<file path="src/rtl/uart_pkg.sv">
// Shared UART types: parity mode, receiver FSM states and the 3-sample majority vote.
package uart_pkg;

   typedef enum logic [1:0] {
      PAR_NONE = 2'd0,
      PAR_EVEN = 2'd1,
      PAR_ODD  = 2'd2
   } parity_t;

   typedef enum logic [2:0] {
      ST_IDLE,
      ST_START,
      ST_DATA,
      ST_PARITY,
      ST_STOP,
      ST_BREAK
   } rx_state_t;

   function automatic logic majority3(input logic [2:0] s);
      return (s[0] & s[1]) | (s[0] & s[2]) | (s[1] & s[2]);
   endfunction

endpackage

</file>
<file path="src/rtl/uart_baud_tick.sv">
// Oversample tick generator: one-cycle tick every div clocks (div 0 acts as 1), combinational tick.
// Latency: first tick div cycles after clear drops; no backpressure.
module uart_baud_tick #(
   parameter int DIV_W = 16
) (
   input  logic             clk,
   input  logic             rst_n,
   input  logic             clear,
   input  logic [DIV_W-1:0] div,
   output logic             tick
);

   logic [DIV_W-1:0] cnt;
   logic [DIV_W-1:0] last;

   assign last = (div == '0) ? '0 : div - DIV_W'(1);
   assign tick = !clear && (cnt == last);

   always_ff @(posedge clk or negedge rst_n) begin
      if (!rst_n)
         cnt <= '0;
      else if (clear || tick)
         cnt <= '0;
      else
         cnt <= cnt + DIV_W'(1);
   end

endmodule

</file>
<file path="src/rtl/uart_rx_frame.sv">
// UART receiver with majority-voted bit centres; word valid 1 clk after the last stop-bit decision.
// Backpressure: word held while !ready; a word completing meanwhile is dropped and flagged as overrun.
module uart_rx_frame
   import uart_pkg::*;
#(
   parameter int      DATA_BITS = 8,
   parameter parity_t PARITY    = PAR_NONE,
   parameter int      STOP_BITS = 1,
   parameter int      OVS       = 16,
   parameter int      DIV_W     = 16
) (
   input  logic                 clk,
   input  logic                 rst_n,
   input  logic                 urx,
   input  logic [DIV_W-1:0]     baud_div,
   output logic [DATA_BITS-1:0] rx_data,
   output logic                 valid,
   input  logic                 ready,
   output logic                 parity_err,
   output logic                 frame_err,
   output logic                 overrun,
   output logic                 busy
);

   localparam int TW = $clog2(OVS);
   localparam int CW = $clog2(DATA_BITS + 1);

   rx_state_t            state, state_nx;
   logic                 sync1, urx_s, urx_d;
   logic [DIV_W-1:0]     div_q;
   logic                 tick, tick_clr;
   logic [TW-1:0]        tidx;
   logic [1:0]           samp;
   logic [CW-1:0]        bcnt;
   logic [DATA_BITS-1:0] shreg;
   logic                 perr_q, ferr_q, commit;
   logic                 fall, dec, bit_v, par_exp;

   always_ff @(posedge clk or negedge rst_n) begin
      if (!rst_n) begin
         sync1 <= 1'b1;
         urx_s <= 1'b1;
         urx_d <= 1'b1;
      end else begin
         sync1 <= urx;
         urx_s <= sync1;
         urx_d <= urx_s;
      end
   end

   assign fall    = urx_d & ~urx_s;
   assign dec     = tick && (tidx == TW'(OVS/2 + 1));
   assign bit_v   = majority3({samp, urx_s});
   assign par_exp = (PARITY == PAR_ODD) ? ~^shreg : ^shreg;
   assign busy    = (state != ST_IDLE);

   // In BREAK the divisor only runs while the line is high, so a tick means a full high period.
   assign tick_clr = (state == ST_IDLE) || (state == ST_BREAK && !urx_s);

   uart_baud_tick #(.DIV_W(DIV_W)) u_tick (
      .clk   (clk),
      .rst_n (rst_n),
      .clear (tick_clr),
      .div   (div_q),
      .tick  (tick)
   );

   always_comb begin
      state_nx = state;
      unique case (state)
         ST_IDLE:   if (fall) state_nx = ST_START;
         ST_START:  if (dec) state_nx = bit_v ? ST_IDLE : ST_DATA;
         ST_DATA:   if (dec && bcnt == CW'(DATA_BITS - 1))
                       state_nx = (PARITY != PAR_NONE) ? ST_PARITY : ST_STOP;
         ST_PARITY: if (dec) state_nx = ST_STOP;
         ST_STOP:   if (dec && bcnt == CW'(STOP_BITS - 1))
                       state_nx = bit_v ? ST_IDLE : ST_BREAK;
         ST_BREAK:  if (tick) state_nx = ST_IDLE;
         default:   state_nx = ST_IDLE;
      endcase
   end

   // State moves at the bit decision; tidx keeps running so the next decision lands one bit later.
   always_ff @(posedge clk or negedge rst_n) begin
      if (!rst_n) begin
         state  <= ST_IDLE;
         div_q  <= '0;
         tidx   <= '0;
         samp   <= 2'b11;
         bcnt   <= '0;
         shreg  <= '0;
         perr_q <= 1'b0;
         ferr_q <= 1'b0;
         commit <= 1'b0;
      end else begin
         state  <= state_nx;
         commit <= 1'b0;
         if (state == ST_IDLE && fall) begin
            div_q  <= baud_div;
            bcnt   <= '0;
            perr_q <= 1'b0;
            ferr_q <= 1'b0;
         end
         if (state == ST_IDLE || state == ST_BREAK)
            tidx <= '0;
         else if (tick)
            tidx <= (tidx == TW'(OVS - 1)) ? '0 : tidx + TW'(1);
         if (tick && tidx == TW'(OVS/2 - 1)) samp[0] <= urx_s;
         if (tick && tidx == TW'(OVS/2))     samp[1] <= urx_s;
         if (dec) begin
            case (state)
               ST_DATA: begin
                  shreg <= {bit_v, shreg[DATA_BITS-1:1]};
                  bcnt  <= (bcnt == CW'(DATA_BITS - 1)) ? '0 : bcnt + CW'(1);
               end
               ST_PARITY: perr_q <= bit_v ^ par_exp;
               ST_STOP: begin
                  if (!bit_v) ferr_q <= 1'b1;
                  if (bcnt == CW'(STOP_BITS - 1)) commit <= 1'b1;
                  else                            bcnt   <= bcnt + CW'(1);
               end
               default: ;
            endcase
         end
      end
   end

   always_ff @(posedge clk or negedge rst_n) begin
      if (!rst_n) begin
         rx_data    <= '0;
         valid      <= 1'b0;
         parity_err <= 1'b0;
         frame_err  <= 1'b0;
         overrun    <= 1'b0;
      end else if (commit) begin
         if (valid && !ready) begin
            overrun <= 1'b1;
         end else begin
            rx_data    <= shreg;
            parity_err <= perr_q;
            frame_err  <= ferr_q;
            valid      <= 1'b1;
            if (valid) overrun <= 1'b0;
         end
      end else if (valid && ready) begin
         valid   <= 1'b0;
         overrun <= 1'b0;
      end
   end

endmodule

</file>
<file path="config.mk">
export PLATFORM = sky130hd
export DESIGN_NAME = uart_rx_frame
export DESIGN_NICKNAME = d
export VERILOG_FILES = /design/src/rtl/uart_pkg.sv /design/src/rtl/uart_baud_tick.sv /design/src/rtl/uart_rx_frame.sv
export SDC_FILE = /design/constraint.sdc
export NUM_CORES = 1
export LEC_CHECK = 0
export CORE_MARGIN = 1
export CORE_UTILIZATION = 65
export DETAILED_ROUTE_END_ITERATION = 10
export DONT_BUFFER_PORTS = 1
export PLACE_DENSITY = 0.87
export SLEW_MARGIN = 15
export SYNTH_ARGS = -nofsm -noshare
export SYNTH_HDL_FRONTEND = slang
export SYNTH_SLANG_ARGS = --single-unit
</file>
<file path="constraint.sdc">
create_clock -name clk -period 9.29 [get_ports clk]
set_input_delay 1.858 -clock clk [delete_from_list [all_inputs] [get_ports clk]]
set_output_delay 1.858 -clock clk [all_outputs]
set_load 0.005 [all_outputs]
</file>
**Word level (Yosys, flattened, before mapping)**

Cells that the tools add are included.

- Output and inout port bits: 13
- Input port bits: 20
- Register bits: 71
- Logic and storage cells: 114

- Eq/ne operators: 19
- Reduce and logical (&&, ||, !) cells: 28
- $add $sub $neg: 4
- Muxes and demuxes: 35
- Bitwise gates (word level): 9

Operator list:

| operator | count |
|---|---|
| 2-to-1 mux 16 bit | 2 |
| 2-to-1 mux 4 bit | 7 |
| 2-to-1 mux 3 bit | 7 |
| one-hot mux 3 bit (6 select lines) | 1 |
| adder 16 x 1 -> 16 bit, second input constant | 1 |
| == test 16 bit | 1 |
| zero test 16 bit | 1 |
| 2-to-1 mux 1 bit | 16 |
| subtractor 16 x 1 -> 16 bit, second input constant | 1 |
| inequality test 2 bit, second input constant | 7 |
| == test 4 bit, second input constant | 3 |
| logical AND 1 bit | 10 |
| adder 4 x 1 -> 4 bit, second input constant | 2 |
| == test 4 x 3 -> 1 bit, second input constant | 2 |
| one-hot mux 4 bit (2 select lines) | 1 |
| AND reduction 2 bit | 4 |
| XOR reduction 8 bit | 1 |
| == test 3 x 2 -> 1 bit, second input constant | 2 |
| == test 3 bit, second input constant | 2 |
| AND reduction 6 bit | 1 |
| bitwise AND 1 bit | 4 |
| zero test 4 bit | 1 |
| nonzero test 2 bit | 2 |
| == test 3 x 1 -> 1 bit, second input constant | 1 |
| other kinds (9) | 15 |

**Depth between registers and ports, before layout**

- Word-level depth: 9
- Depth in mapped cells: 12

**Modules after synthesis**

Synthesis repeated with hierarchy kept, for this count alone.

- Cells, all modules: 389
- Area total of the unflattened synthesis: 4119.0 µm²

Modules (own cells, without submodules):

| module | area each (µm²) | times used | cells each | seq. area each (µm²) |
|---|---|---|---|---|
| uart_rx_frame | 2544.9 | 1 | 193 | 1382.6 |
| uart_baud_tick | 1574.0 | 1 | 196 | 400.4 |

**Least setup slack after synthesis**

OpenSTA, ideal clock, no wires.

- Path type: reg2reg
- From: register div_q[2]
- To: register tidx[2]
- Stages on the path, launching flop included: 11
- Buffers on the path: 2
- Setup slack: 5.965 ns
- Arrival time: 3.247 ns
- Cells stage by stage: dfrtp_1 -> buf_6 -> or3_4 -> or3_4 -> o211ai_2 -> nand3_1 -> or4b_1 -> or4_1 -> buf_2 -> or4_1 -> a21oi_1

- Word-level cells in the longest chain between the ends: 5
- Elaborated cells on any way between the ends: 6

RTL lines:

| what | line | source |
|---|---|---|
| from (decl) | uart_rx_frame.sv:30 | `logic [DIV_W-1:0] div_q;` |
| from (signal assigned) | uart_rx_frame.sv:99 | `div_q <= baud_div;` |
| subtractor 16 x 1 -> 16 bit / zero test 16 bit (equally long branches) | uart_baud_tick.sv:16 | `assign last = (div == '0) ? '0 : div - DIV_W'(1);` |
| 2-to-1 mux 16 bit (*) | uart_baud_tick.sv:16 |  |
| == test 16 bit (*) | uart_baud_tick.sv:17 | `assign tick = !clear && (cnt == last);` |
| logical AND 1 bit (*) | uart_baud_tick.sv:17 |  |
| nonzero test 2 bit (no line) (*) | n/a |  |
| to (signal assigned) | uart_rx_frame.sv:107 | `tidx <= (tidx == TW'(OVS - 1)) ? '0 : tidx + TW'(1);` |
| to (decl) | uart_rx_frame.sv:32 | `logic [TW-1:0] tidx;` |

Mark *: on every way between the ends. The rest lies on a longest branch, timed or not.
A chain may end at the register's enable or synchronous reset.

**Worst setup path in the final report**

- From: register div_q[0]
- To: register u_tick.cnt[7]

- Word-level cells in the longest chain between the ends: 6
- Elaborated cells on any way between the ends: 7

RTL lines:

| what | line | source |
|---|---|---|
| subtractor 16 x 1 -> 16 bit / zero test 16 bit (equally long branches) | uart_baud_tick.sv:16 |  |
| 2-to-1 mux 16 bit (*) | uart_baud_tick.sv:16 |  |
| == test 16 bit (*) | uart_baud_tick.sv:17 |  |
| logical AND 1 bit (*) | uart_baud_tick.sv:17 |  |
| logical OR 1 bit (*) | uart_baud_tick.sv:22 | `else if (clear \|\| tick)` |
| 2-to-1 mux 16 bit (*) | uart_baud_tick.sv:22 |  |
| to (signal assigned) | uart_baud_tick.sv:25 | `cnt <= cnt + DIV_W'(1);` |
| to (decl) | uart_baud_tick.sv:13 | `logic [DIV_W-1:0] cnt;` |

Marks and branches as above.

==> results.json <==
{
  "via_count": 3308,
  "floorplan.initialDensity_pct": 68.9,
  "synth_area_um2": 4180,
  "synth-compound-area-share_pct": 13.0,
  "path_max_fanout": 15,
  "cap_viol_max_count": 0,
  "yosysWarnings": 0,
  "wl_met1_mm": 3.87,
  "clock_sinks": 71,
  "synthArstFlopShare_pct": 100,
  "cp.arrival_ps": 4240,
  "fp.dieH_um": 82.1,
  "worst_pin_slew_ps": 1030,
  "end_kind": "register",
  "wl_met3_um": 591,
  "io_pins": 33,
  "core-area_um2": 6060,
  "place_ws_ps": 5110,
  "grt_pass1_vias": 3089,
  "clock_latency_ps": 360,
  "grt_max_degree": 72,
  "layout-drive-gt1-share_pct": 17.7,
  "status": "finished clean",
  "top_layer": "met4",
  "grt_pass1_wl_mm": 14.5,
  "slew_viol_final": 0,
  "final_common_cell": "dfrtp_1",
  "synth-seq-area-share_pct": 42.7,
  "place_area_um2": 4190,
  "mostFrequentLayoutCells": "dfrtp_1 (66), nor2_1 (36), mux2_2 (36)",
  "grt_usage_pct": 29.0,
  "fin_skew_ps": 12.1,
  "dp_hpwl_mm": 6.13,
  "fin_crit_ps": 4040,
  "synth-seq-cells": 71,
  "nNetsFinal": 439,
  "cts_setup_buffers": 0,
  "fmax_ghz": 0.248,
  "post_cts_resized": 0,
  "p_per_area_nw_per_um2": 226,
  "area_growth_pct": 5.87,
  "antennaDiodeCount": 0,
  "fin_setup_tns_ps": 0,
  "layout_setup_ws_ps": 5250,
  "die_area_um2": 6750,
  "die_x_um": 82.1,
  "synth_top_family_by_area": "simple AND/OR/NAND/NOR gates",
  "synth_fa_ha_area_share_pct": 2.34,
  "worstSetupPathType": "register to register",
  "final_area_um2": 4420,
  "wl_per_cell_um": 18.0,
  "ant_nets": 0,
  "clock_path_buffers": 2,
  "hold_path.class": "register to register",
  "synth_xor_area_share_pct": 6.71,
  "avgViaCountPerCell": 6.72,
  "clkTransAtPathRegs_ps": 80,
  "overflow": 0,
  "fin_crit_sh_pct": 43.4,
  "synthSimpleGateAreaFrac_pct": 21.9,
  "rows": 28,
  "place_congestion": 0.906,
  "slew-limit-headroom_pct": 30.3,
  "antenna_found_initial": 0,
  "synthCells": 419,
  "peakVddDrop_uv": 209,
  "drc": 0,
  "finalHoldViolations": 0,
  "io_buffers": 0,
  "fillers": 417,
  "cts-buffers-inserted": 9,
  "synth_edf_count": 0,
  "utilization_pct": 72.9,
  "synth_cell_types": 69,
  "ys.flop_type": "dfrtp_1",
  "cts-root-buf": "clkbuf_8",
  "first_pass_iters": 5,
  "drtIter0Drc": 335,
  "wl_met2_mm": 4.10,
  "htreeDepth": 3,
  "synth_fp_nets": 446,
  "crit_required_ps": 9490,
  "cp-start-kind": "register",
  "rsz0062_at_grt": "false",
  "final-setup-viol-count": 0,
  "synth_mux_area_share_pct": 10.4,
  "cts_hold_buf": 0,
  "leakage_uw": 0.00185,
  "cts_tree": "done",
  "post_synth.cell_area_avg_um2": 9.96,
  "routed_wl_mm": 8.88
}
## where the power goes
group,internal [uW],switching (uW)
sequential,351,96.9
clock,159,118
combinational,133,139
total,644,353
## cells in the mapped netlist, types with 3 or more instances
library cell  instances  area (um^2)
mux2_2               36          405
or4_1                 5         37.5
and2_1                4         25.0
o31ai_1               6         45.0
nand2b_1              5         31.3
nor4b_1               3         26.3
nand3_1              18         90.1
a21oi_1              15         75.1
ha_1                  7         87.6
nor3b_1               3         22.5
nor2b_1               4         25.0
o21ai_1               4         20.0
xor2_1               13          114
a21o_1                3         22.5
buf_1                 3         11.3
nand4b_1              3         26.3
dfrtp_1              66         1650
nor3_1               11         55.1
or2_2                 5         31.3
a211oi_1              4         30.0
nand4_1              10         62.6
mux2i_1               3         30.0
nand2_1              26         97.6
dfstp_2               5          131
a211o_1               3         26.3
nor2_1               36          135
o21ai_0              11         55.1
xnor2_1              19          166
or3_1                 4         25.0
clkbuf_1             12         45.0
and3_1               11         68.8
inv_1                12         45.0
## area by class of cell
type / count / area [um^2] / share of cell area, %
sequential: 71 / 1780 / 40.3
clock inverter: 5 / 81.3 / 1.84
inverter: 12 / 45.0 / 1.02
clock buffer: 11 / 141 / 3.20
multi-input combinational: 318 / 2280 / 51.5
tap: 75 / 93.8 / 2.12
## registers in the layout, summed over array words and instances, names as in the netlist
signal      cells
valid           1
urx_s           1
state           3
u_tick.cnt     16
perr_q          1
samp            2
parity_err      1
rx_data         8
urx_d           1
sync1           1
frame_err       1
ferr_q          1
div_q          16
commit          1
overrun         1
tidx            4
shreg           8
bcnt            4
## path summary, 6_finish.rpt
check / from / end / slack (ps) / cells past startpoint
setup reg to reg: div_q[0] / u_tick.cnt[7] / 5250 / 10
setup / recovery: div_q[0] / u_tick.cnt[7] / 5250 / 10
min in group asynchronous: rst_n / div_q[0] / 1190 / 0
hold / removal: sync1 / urx_s / 360 / 0
max in group asynchronous: rst_n / sync1 / 7900 / 0
hold reg to reg: sync1 / urx_s / 360 / 0
## routing by layer
metal,global-route usage (%),up-vias
li1,-,1517
met1,39.5,1586
met2,43.7,164
met3,6.81,41
met4,13.3,0
met5,0,-
## cell families after synthesis
family / after synthesis
buffers and inverters: 30
xor gates and xnor gates: 32
muxes: 39
and+or+nand+nor: 163
DFF: 71
AOI/OAI and AO/OA: 76
adders and majority gates: 8
## critical path, stage by stage (launching register included)
cell	delay [ps]
dfrtp_1	450
inv_1	90
ha_1	270
nor2b_1	290
and4_1	300
mux2i_1	280
o221ai_1	170
or4b_1	500
or4_1	790
o21ai_2	630
nor2_1	120
## per-stage QoR
step | instances | hold slack, ps | total power, uW
3_5_place_dp | 476 | 347 | 712
3_3_place_gp | 476 | 346 | 700
6_report | 492 | 358 | 997
4_1_cts | 492 | 359 | 992
5_1_grt | 492 | 361 | 1050
2_1_floorplan | 419 | 345 | 652
No activity file was read; power rests on OpenSTA's default activity.
==> edit: new RTL, same settings <==
The 6 states of `rx_state_t` get a Gray code encoding in 3 bits.
--- a/src/rtl/uart_pkg.sv
+++ b/src/rtl/uart_pkg.sv
@@ -9,10 +9,10 @@
 
    typedef enum logic [2:0] {
-      ST_IDLE,
-      ST_START,
-      ST_DATA,
-      ST_PARITY,
-      ST_STOP,
-      ST_BREAK
+      ST_IDLE   = 3'b000,
+      ST_START  = 3'b001,
+      ST_DATA   = 3'b011,
+      ST_PARITY = 3'b010,
+      ST_STOP   = 3'b110,
+      ST_BREAK  = 3'b111
    } rx_state_t;
 
Formal check against the unedited RTL: same outputs for any inputs over 10 cycles, from zero or initial values and one cycle with rst_n low; not proved beyond that.
==> edit against the unedited design <==
  * Non-clock buffer count grew 1
  * Worst setup slack lost 0.20 ns
  * Sequential cell count is the same
  * Cell area shrank 1.4%
  * Synthesized area grew 0.75%
  * Global-route usage shrank 0.85 points
  * Wire length shrank 3.2%
  * Worst hold slack gained 0.0051 ns
Power is not compared: it rests on default switching activity, and its combinational part moved more than twofold at a synthesized area within 25%.
==> edit: results (changes against the unedited design) <==
- Routed wl met3: 458 microns (-23%)
- Mean Syn Cell Area: 9.474 sq um (-4.9%)
- Commonest cells post-synth: nand2_1, dfrtp_1, nor2_1, nand3_1, mux2_2
- GR Layer Usage met1: 31.01% (-8.5 points)
- First-pass GRT wire length: 14070 microns (-3.1%)
- Post-synthesis adder-cell area fraction: 2.320% (-0.017 points)
- Final nets: 453 (+3.2%)
- Starting DRT DRC Count: 223 (-33%)
- Vias in the first global route: 3066 (-0.74%)
- GP Congestion: 0.9114 (+0.62%)
- Tot GR Track Use: 28.12% (-0.85 points)
- Seq/Total Area, Yosys: 42.39% (-0.32 points)
- Share of cells above drive strength 1: 14.19% (-3.6 points)
- Met2 Resource Use GR: 49.59% (+5.9 points)
- Placed Area: 4160 sq um (-0.75%)
- Net Count, Synth: 471 (+5.6%)
- CP Max Fanout: 16 (+1)
- Total vias in the final route: 3215 (-2.8%)
- CP max stage delay: 0.70 ns (-0.09 ns)
- Crit path max-delay cell type: nor4_4
- Synth Area in Compound Gates: 8.953% (-4.1 points)
- Met3 Resource Use GR: 8.791% (+2.0 points)
- Post-synthesis xor/xnor area fraction: 8.775% (+2.1 points)
- Status: finished clean
- Slew of the pin with the lowest slew margin: 0.8458 ns (-0.1866 ns)
- Synth top area cells: dfrtp_1, nand2_1, mux2_2, xnor2_1, dfstp_2
- Yosys cell types: 68 (-1.4%)
- RR Startpoint: div_q[6]$_DFFE_PN0P_
- Final wirelength: 8596 microns (-3.2%)
- Inst Count DP: 490 (+2.9%)
- Clk_skew: 0.01227 ns (+0.0002042 ns)
## edit: changes by cell type in the layout (fill, tap and decap cells not counted), moves of 5 or more
cell,change
nand2_1,+42
mux2_2,-14
a21oi_1,-9
and3_1,-6
nand3_1,+5
nor3_1,+5
## edit: final cells by class
| cell class | instances | area, sq um |
|---|---|---|
| clock inverter | 5 | 58.81 |
| clock buffer | 10 | 137.6 |
| sequential | 71 | 1783 |
| multi-input combinational | 329 | 2223 |
| fill | 448 | 1739 |
| inverter | 14 | 52.55 |
| tap | 75 | 93.84 |
| timing repair buffer | 1 | 7.507 |
## edit: logic make-up after synthesis
| kind of cell | after synthesis |
|---|---|
| and+or+nand+nor | 205 |
| DFF | 71 |
| AOI/OAI and AO/OA | 51 |
| buffers and inverters | 44 |
| adders and majority gates | 8 |
| xor gates and xnor gates | 37 |
| muxes | 28 |
## edit: stage by stage
step	hold WS, ns	setup WS (ns)	util, %
floorplan	0.3452	5.912	-
global placement	0.3471	5.359	68.25
detailed placement	0.3549	5.169	68.25
CTS	0.3647	5.142	71.47
global route	0.3703	4.834	71.47
finish	0.3629	5.050	71.47
## edit: where the power goes
part | internal (mW) | switching [mW] | total [mW]
clock network | 0.130 | 0.119 | 0.248
registers | 0.334 | 0.0526 | 0.386
logic | 0.0575 | 0.0530 | 0.110
total | 0.521 | 0.224 | 0.745
## edit: final timing paths
path                                            end  slack (ns)  cells after the start
min in group asynchronous      div_q[5]$_DFFE_PN0P_        1.19                      0
setup reg to reg           u_tick.cnt[10]$_DFF_PN0_        5.05                      7
hold reg to reg                     urx_s$_DFF_PN1_        0.36                      0
max in group asynchronous       samp[0]$_DFFE_PN1P_        7.88                      0
hold / removal                      urx_s$_DFF_PN1_        0.36                      0
setup / recovery           u_tick.cnt[10]$_DFF_PN0_        5.05                      7
